===== src/rtl/rbus_pkg.sv =====
`default_nettype none
// ============================================================================
//  Module      : rbus_pkg
//  Description : Shared constants and types for the rbus packet transmitter:
//                word width, header bit positions and the tx FSM encoding.
//  Revision    : 1.0 - initial release
// ============================================================================
package rbus_pkg;

  localparam int RBUS_DW       = 72;
  localparam int HDR_PRIO_BIT  = 71;
  localparam int HDR_SHORT_BIT = 70;

  // Transmit sequencer: header cycle, body cycles, or nothing on the bus
  typedef enum logic [1:0] {
    TX_IDLE      = 2'd0,
    TX_SEND_HDR  = 2'd1,
    TX_SEND_BODY = 2'd2
  } tx_state_t;

endpackage : rbus_pkg
`default_nettype wire


===== src/rtl/rbus_tx_fifo.sv =====
`default_nettype none
// ============================================================================
//  Module      : rbus_tx_fifo
//  Description : Single-clock word FIFO with show-ahead read port. The head
//                word is visible combinationally so the transmitter can
//                inspect the next header before committing to a launch.
//  Revision    : 1.0 - initial release
// ============================================================================
module rbus_tx_fifo #(
  parameter int DEPTH = 32,
  parameter int WIDTH = 73,
  parameter int AW    = $clog2(DEPTH)
) (
  input  logic             clk,
  input  logic             rst,
  input  logic             wr_en,
  input  logic [WIDTH-1:0] wr_data,
  input  logic             rd_en,
  output logic [WIDTH-1:0] rd_data,
  output logic [AW:0]      count,
  output logic             full,
  output logic             empty
);

  logic [WIDTH-1:0] mem [DEPTH];
  logic [AW-1:0]    wr_ptr;
  logic [AW-1:0]    rd_ptr;
  logic             do_wr;
  logic             do_rd;

  // Overflow/underflow are blocked here so a misbehaving caller cannot corrupt pointers
  assign do_wr   = wr_en & ~full;
  assign do_rd   = rd_en & ~empty;
  assign full    = (count == (AW+1)'(DEPTH));
  assign empty   = (count == '0);
  assign rd_data = mem[rd_ptr];

  // Storage array; contents need no reset because count gates visibility
  always_ff @(posedge clk) begin
    if (do_wr) begin
      mem[wr_ptr] <= wr_data;
    end
  end

  // Pointers wrap naturally since DEPTH is a power of two; count tracks occupancy
  always_ff @(posedge clk) begin
    if (rst) begin
      wr_ptr <= '0;
      rd_ptr <= '0;
      count  <= '0;
    end else begin
      if (do_wr) wr_ptr <= wr_ptr + AW'(1);
      if (do_rd) rd_ptr <= rd_ptr + AW'(1);
      case ({do_wr, do_rd})
        2'b10:   count <= count + (AW+1)'(1);
        2'b01:   count <= count - (AW+1)'(1);
        default: count <= count;
      endcase
    end
  end

endmodule : rbus_tx_fifo
`default_nettype wire


===== src/rtl/rbus_pkt_tx.sv =====
`default_nettype none
// ============================================================================
//  Module      : rbus_pkt_tx
//  Description : Rbus packet source. Frames locally written packets into a
//                word FIFO, launches a complete packet only when downstream
//                credit for its lane and size is present, then streams it
//                without gaps. Framing/overflow errors raise sticky ff_err.
//  Revision    : 1.0 - initial release
// ============================================================================
module rbus_pkt_tx
  import rbus_pkg::*;
#(
  parameter int FIFO_DEPTH = 32,
  parameter int LONG_LEN   = 9
) (
  input  logic               clk,
  input  logic               rst,
  input  logic               i_stb,
  input  logic               i_sof,
  input  logic [RBUS_DW-1:0] i_data,
  output logic               i_rdy,
  output logic               o_stb,
  output logic               o_sof,
  output logic [RBUS_DW-1:0] o_data,
  input  logic [1:0]         o_rdy,
  input  logic [1:0]         o_rdyE,
  output logic               ff_err
);

  localparam int CW = $clog2(FIFO_DEPTH) + 1;
  localparam int LW = $clog2(LONG_LEN + 1);
  localparam logic [LW-1:0] LAST_BODY = LW'(LONG_LEN - 1);

  // FIFO interface
  logic               fifo_full;
  logic               fifo_empty;
  logic [CW-1:0]      fifo_count;
  logic [RBUS_DW:0]   head_word;
  logic               head_sof;
  logic [RBUS_DW-1:0] head_data;
  logic               fifo_rd;
  logic               rd_real;

  // Write framing
  logic               in_pkt;
  logic [LW-1:0]      words_left;
  logic               wr_ok;
  logic               wr_err;
  logic               wr_done;

  // Packet bookkeeping and transmit sequencer
  logic [CW-1:0]      pkt_cnt;
  logic [CW-1:0]      count_next;
  tx_state_t          state;
  logic               cur_short;
  logic [LW-1:0]      body_cnt;
  logic               head_lane;
  logic               head_short;
  logic               credit;
  logic               tx_free;
  logic               launch;
  logic               body_rd;

  rbus_tx_fifo #(
    .DEPTH (FIFO_DEPTH),
    .WIDTH (RBUS_DW + 1)
  ) u_fifo (
    .clk     (clk),
    .rst     (rst),
    .wr_en   (wr_ok),
    .wr_data ({i_sof, i_data}),
    .rd_en   (fifo_rd),
    .rd_data (head_word),
    .count   (fifo_count),
    .full    (fifo_full),
    .empty   (fifo_empty)
  );

  assign head_sof   = head_word[RBUS_DW];
  assign head_data  = head_word[RBUS_DW-1:0];
  assign head_lane  = head_data[HDR_PRIO_BIT];
  assign head_short = head_data[HDR_SHORT_BIT];

  // A word is accepted only if there is room and its sof matches the framing position;
  // anything else is dropped and flagged, leaving the framing position untouched.
  assign wr_ok   = i_stb & ~fifo_full & (i_sof != in_pkt);
  assign wr_err  = i_stb & (fifo_full | (i_sof == in_pkt));
  assign wr_done = wr_ok & (in_pkt ? (words_left == LW'(1)) : i_data[HDR_SHORT_BIT]);

  // Credit is lane-specific, and short packets use the separate short-credit lane
  assign credit  = head_short ? o_rdyE[head_lane] : o_rdy[head_lane];

  // The sequencer may start a new packet when idle or while presenting the final word
  // of the current one, which is what makes back-to-back packets gap-free.
  assign tx_free = (state == TX_IDLE) |
                   ((state == TX_SEND_HDR) & cur_short) |
                   ((state == TX_SEND_BODY) & (body_cnt == LAST_BODY));
  assign launch  = tx_free & (pkt_cnt != '0) & credit;
  assign body_rd = ((state == TX_SEND_HDR) & ~cur_short) |
                   ((state == TX_SEND_BODY) & (body_cnt != LAST_BODY));
  assign fifo_rd = launch | body_rd;
  assign rd_real = fifo_rd & ~fifo_empty;

  // Occupancy after this cycle's read/write, so i_rdy reflects the state it will describe
  always_comb begin
    count_next = fifo_count;
    case ({wr_ok, rd_real})
      2'b10:   count_next = fifo_count + CW'(1);
      2'b01:   count_next = fifo_count - CW'(1);
      default: count_next = fifo_count;
    endcase
  end

  // Write framing: tracks whether we are inside a long packet and how many words remain
  always_ff @(posedge clk) begin
    if (rst) begin
      in_pkt     <= 1'b0;
      words_left <= '0;
    end else if (wr_ok) begin
      if (!in_pkt) begin
        if (!i_data[HDR_SHORT_BIT]) begin
          in_pkt     <= 1'b1;
          words_left <= LW'(LONG_LEN - 1);
        end
      end else begin
        words_left <= words_left - LW'(1);
        if (words_left == LW'(1)) in_pkt <= 1'b0;
      end
    end
  end

  // Complete packets resident in the FIFO; completion and launch in one cycle cancel
  always_ff @(posedge clk) begin
    if (rst) begin
      pkt_cnt <= '0;
    end else begin
      case ({wr_done, launch})
        2'b10:   pkt_cnt <= pkt_cnt + CW'(1);
        2'b01:   pkt_cnt <= pkt_cnt - CW'(1);
        default: pkt_cnt <= pkt_cnt;
      endcase
    end
  end

  // Transmit sequencer with registered bus outputs; bus is all-zero whenever idle
  always_ff @(posedge clk) begin
    if (rst) begin
      state     <= TX_IDLE;
      cur_short <= 1'b0;
      body_cnt  <= '0;
      o_stb     <= 1'b0;
      o_sof     <= 1'b0;
      o_data    <= '0;
    end else if (launch) begin
      state     <= TX_SEND_HDR;
      cur_short <= head_short;
      body_cnt  <= '0;
      o_stb     <= 1'b1;
      o_sof     <= head_sof;
      o_data    <= head_data;
    end else if (body_rd) begin
      state     <= TX_SEND_BODY;
      body_cnt  <= body_cnt + LW'(1);
      o_stb     <= 1'b1;
      o_sof     <= head_sof;
      o_data    <= head_data;
    end else begin
      state     <= TX_IDLE;
      body_cnt  <= '0;
      o_stb     <= 1'b0;
      o_sof     <= 1'b0;
      o_data    <= '0;
    end
  end

  // Sticky error flag and writer back-pressure; i_rdy held low during reset
  always_ff @(posedge clk) begin
    if (rst) begin
      ff_err <= 1'b0;
      i_rdy  <= 1'b0;
    end else begin
      if (wr_err) ff_err <= 1'b1;
      i_rdy <= ((CW'(FIFO_DEPTH) - count_next) >= CW'(LONG_LEN));
    end
  end

endmodule : rbus_pkt_tx
`default_nettype wire


===== config.mk =====
export PLATFORM = sky130hd
export DESIGN_NAME = rbus_pkt_tx
export DESIGN_NICKNAME = d
export VERILOG_FILES = /design/src/rtl/rbus_pkg.sv /design/src/rtl/rbus_tx_fifo.sv /design/src/rtl/rbus_pkt_tx.sv
export SDC_FILE = /design/constraint.sdc
export NUM_CORES = 2
export LEC_CHECK = 0
export ABC_AREA = 1
export CORE_MARGIN = 1.5
export CORE_UTILIZATION = 56
export CTS_BUF_LIST = sky130_fd_sc_hd__clkbuf_4 sky130_fd_sc_hd__clkbuf_8 sky130_fd_sc_hd__clkbuf_16
export DETAILED_ROUTE_END_ITERATION = 10
export PLACE_DENSITY = 0.78
export SLEW_MARGIN = 20
export SYNTH_ARGS = -nofsm -noshare
export SYNTH_HDL_FRONTEND = slang
export SYNTH_SLANG_ARGS = --single-unit

===== constraint.sdc =====
create_clock -name clk -period 8.1 [get_ports clk]
set_input_delay 1.62 -clock clk [delete_from_list [all_inputs] [get_ports clk]]
set_output_delay 1.62 -clock clk [all_outputs]
set_load 0.03 [all_outputs]

==> out/summary.md <==
The flow ran to the end, and the final reports show no timing, DRC or antenna violations. The tree is rooted in a sky130_fd_sc_hd__clkbuf_16. Timing would allow up to 0.199 GHz.

The post-synthesis cell type count came out at 40. For the worst-skew pair, the clock arrives at the later sink with an insertion delay of 0.88 ns. The synthesized design contains 2336 enable-type register cells.

Between clock sinks in the finished design, the worst skew comes to 0.0498 ns. Max-cap violations in this run came to 0. The number of buffers created by CTS was 226; the delay of the slowest critical-path stage was 0.66 ns. Summing all multi-input logic gate instances after layout gives 20200 um^2. In the final layout, the share of cells above drive strength 1 is 9.01%. For this run, design rule violations remaining after detail routing come to 0.

Buffers placed on the I/O ports in this run total 155. The logs give 63.3% for the post-layout utilization of the core and 0 for the buffers inserted during post-CTS setup optimization. TritonCTS built the clock tree. The total wirelength of the detailed-routed design was 257000 um; the minimum setup slack among reg-to-reg paths was 3.08 ns. By instance count, the cell type seen most on the critical path is sky130_fd_sc_hd__nand2_1.

The number of antenna violations at the first check in global routing is 13. Counting the fill cells in the layout gives 11600. The number of hold buffers added after CTS was 0.

The gate count of the mapped netlist came out at 7060. At the worst endpoint, the arrival time is 5.77 ns. For the post-placement worst setup slack, the log shows 2.67 ns.

The synthesized design spends more area on one cell type than any other, namely sky130_fd_sc_hd__edfxtp_1. The wire length per cell is 27.1 um, and the number of global-route vias before repair is 60200. The number of cells traversed by the worst hold path works out to 1.

The startpoint identified for the worst hold timing path is body_cnt[0]. For this run, the number of Yosys warnings is 0. Clock-pin slew was measured on the worst setup and hold paths at 0.06 ns. The cell type of the slowest stage on the worst timing path is sky130_fd_sc_hd__dfxtp_4.

The floorplan die width was 415 um. Synthesized netlist net count: 7161. The biggest fanout along the worst timing path came out at 324.

For the largest voltage drop on the vdd net, the log shows 0.280 mV. Dividing the final minimum period by the clock period gives 62.0%. The final critical-path setup slack was 3.08 ns; the violation count after the first detailed-routing iteration was 10200. For the number of nets with antenna violations after routing, the log shows 0.

The pre-antenna-repair detailed-routing pass consisted of 8 iterations. The number of clock sinks seen by CTS is 2451. Power spread over the standard cell area amounts to 301 nW/um^2. The tools report the overall overflow remaining after global route as 0. The run gives 168000 um^2 as the placeable core region. Once placement completed, the tool counted placed cells totaling 9054. Broken down by cell family, the worst path's largest delay share belongs to simple AND/OR/NAND/NOR gates. Die footprint: 172000 um^2.

The critical path is of the reg2reg type. For the pin with the worst max-slew slack, the measured transition is 1.21 ns. A synthesized cell averages 13.4 um^2. In the routed layout, each cell is associated on average with a via count of 6.58. The H-tree was split into 4 levels. For this run, the total global-route usage over all layers was measured as 29.1%. The run gives 132000 um as the detailed placer's ending HPWL. The run gives 3 as the maximum number of buffers from clock root to sink. In this run the count of I/O pins placed on the die edge is 156. For this run, the leading register cell type out of synthesis is sky130_fd_sc_hd__edfxtp_1. The flip-flop and latch area came out at 72500 um^2. Final hold violation count: 0. The die extent in y was 415 um; the final critical path time including I/O delays and setup was 5.02 ns. The routed layout has 62400 vias. For the final routed database, the setup TNS stands at 0 ns. The register bit count reported by yosys was 2451; the area share of the largest cell type after synthesis was 73.9%. Entering global routing, the biggest net connects 325 pins. The tools report the post-synthesis instance area as 94900 um^2.

The number of pins with negative max-slew slack in the final report is 0. Once layout is complete, the cells apart from fillers number 9483. Once the floorplan was initialized, standard cells occupied 56.6% of the core. The depth of the worst register-to-register path works out to 25. Of all flip-flops after synthesis, the portion carrying an async set or reset was 0%. Setup violations remaining at the end of the flow were counted as 0. In this run the critical register-to-register path is captured at pkt_cnt[5]. The worst setup path is launched from a register.

The worst hold path class was reg2reg. Setup repair after global routing left no endpoint under its margin. For the count of instances resized after the clock tree is built, the log shows 0.

The worst setup path is captured at a register. The logs give 150 for the number of standard-cell rows in the floorplan and 377000 um for the wire length of the first global-routing pass. The worst slew margin relative to its limit came out at 18.8%.

For this design the static power due to leakage is 33.8 nW. For the critical path required time, the log shows 8.86 ns. Count of buffering cells on the critical path with inverters included: 4. The worst hold path terminates at body_cnt[0]. Summing the sequential cell areas from Yosys gives 76.3% of the chip area.

For this run, the post-layout net count is 7179. The relative area change from synthesis to final layout works out to 11.8%. Sorting the synthesized cells by area gives the leading types as sky130_fd_sc_hd__edfxtp_1 (74%), sky130_fd_sc_hd__o21ai_0 (6.4%), sky130_fd_sc_hd__nor2_1 (5.1%). Routability-driven placement finished with a final weighted congestion of 0.852.
metal layers:
layer | GRT usage [%] | part of all wire [%] | up-vias
li1 | - | - | 26500
met1 | 39.5 | 36 | 30500
met2 | 46.5 | 47 | 4763
met3 | 4.69 | 12 | 645
met4 | 13.7 | 4.8 | 12
met5 | 0 | 0.030 | -
synth_stat cells (all sizes together), types with 9 or more instances:
cell / count
nand2: 349
inv: 65
o21ai: 1445
nor2: 1288
a31oi: 28
xor2: 9
a21oi: 127
edfxtp: 2336
o22ai: 285
o221ai: 256
dfxtp: 115
buf: 183
clkbuf: 329
nand3: 194
ha: 20
how the worst max path moves through the flow:
stage                        start            endpoint  depth (start not counted)
after floorplan              i_sof   u_fifo.mem[31][0]                          4
after global placement       i_sof  u_fifo.mem[17][51]                         10
after detailed placement     i_sof  u_fifo.mem[25][56]                         10
after CTS                 register          pkt_cnt[5]                         25
after global routing      register          pkt_cnt[5]                         25
final                     register          pkt_cnt[5]                         25
metrics by stage:
step	hold slack, ns	instance area [um^2]	power, mW
finish	0.470	106000	32.0
global route	0.509	106000	33.0
CTS	0.478	106000	31.9
detailed placement	0.469	98700	21.4
global placement	0.441	98700	21.2
floorplan	0.430	94900	19.1
cells by family after synthesis:
kind of cell / Yosys count / share of synthesized area, %
mux: 2 / 0.0211
flops: 2451 / 76.3
simple gates: 1845 / 7.59
buf+inv: 578 / 2.63
xor+xnor: 15 / 0.138
compound gates: 2148 / 13.0
fa+ha+maj: 21 / 0.285
cells in the final DEF (no fill, tap or decap), types with 27 or more instances in the layout:
cell type | synthesis | routed
sky130_fd_sc_hd__dfxtp_1 | 115 | 110
sky130_fd_sc_hd__o22ai_1 | 285 | 285
sky130_fd_sc_hd__nand3_1 | 193 | 193
sky130_fd_sc_hd__buf_12 | 0 | 27
sky130_fd_sc_hd__clkbuf_16 | 0 | 229
sky130_fd_sc_hd__o21ai_1 | 226 | 226
sky130_fd_sc_hd__nand2_1 | 347 | 346
sky130_fd_sc_hd__nor2_4 | 0 | 29
sky130_fd_sc_hd__o21ai_0 | 1219 | 1219
sky130_fd_sc_hd__a31oi_1 | 28 | 28
sky130_fd_sc_hd__clkinv_1 | 1 | 56
sky130_fd_sc_hd__nor2_1 | 1288 | 1259
sky130_fd_sc_hd__clkbuf_4 | 0 | 50
sky130_fd_sc_hd__buf_4 | 19 | 118
sky130_fd_sc_hd__edfxtp_1 | 2336 | 2336
sky130_fd_sc_hd__o221ai_1 | 256 | 256
sky130_fd_sc_hd__a21oi_1 | 67 | 67
sky130_fd_sc_hd__clkdlybuf4s50_1 | 0 | 124
sky130_fd_sc_hd__clkinv_2 | 0 | 41
sky130_fd_sc_hd__buf_2 | 115 | 31
sky130_fd_sc_hd__inv_1 | 60 | 60
sky130_fd_sc_hd__a21oi_2 | 60 | 60
flip-flops by register name, indices dropped and copies added, names as in the netlist, named ones only:
name	cells
u_fifo.wr_ptr	5
o_stb	1
o_data	72
cur_short	1
u_fifo.mem	2336
words_left	4
body_cnt	4
u_fifo.rd_ptr	5
ff_err	1
i_rdy	1
o_sof	1
u_fifo.count	6
in_pkt	1
state	2
pkt_cnt	6
report_power, final:
part / switching, mW / internal, mW / total [mW]
registers: 0.297 / 14.2 / 14.5
logic: 4.96 / 1.90 / 6.86
clock network: 4.63 / 6.02 / 10.7
total: 9.88 / 22.1 / 32.0
layout make-up:
class	count	area share [%]
Timing Repair Buffer	302	2.71
Clock buffer	288	5.87
Clock inverter	139	1.22
Tap cell	2204	2.60
Antenna cell	2	0.00472
Sequential cell	2451	68.3
Inverter	66	0.281
Multi-Input combinational cell	4031	19.0
No activity file was read; power rests on OpenSTA's default activity.
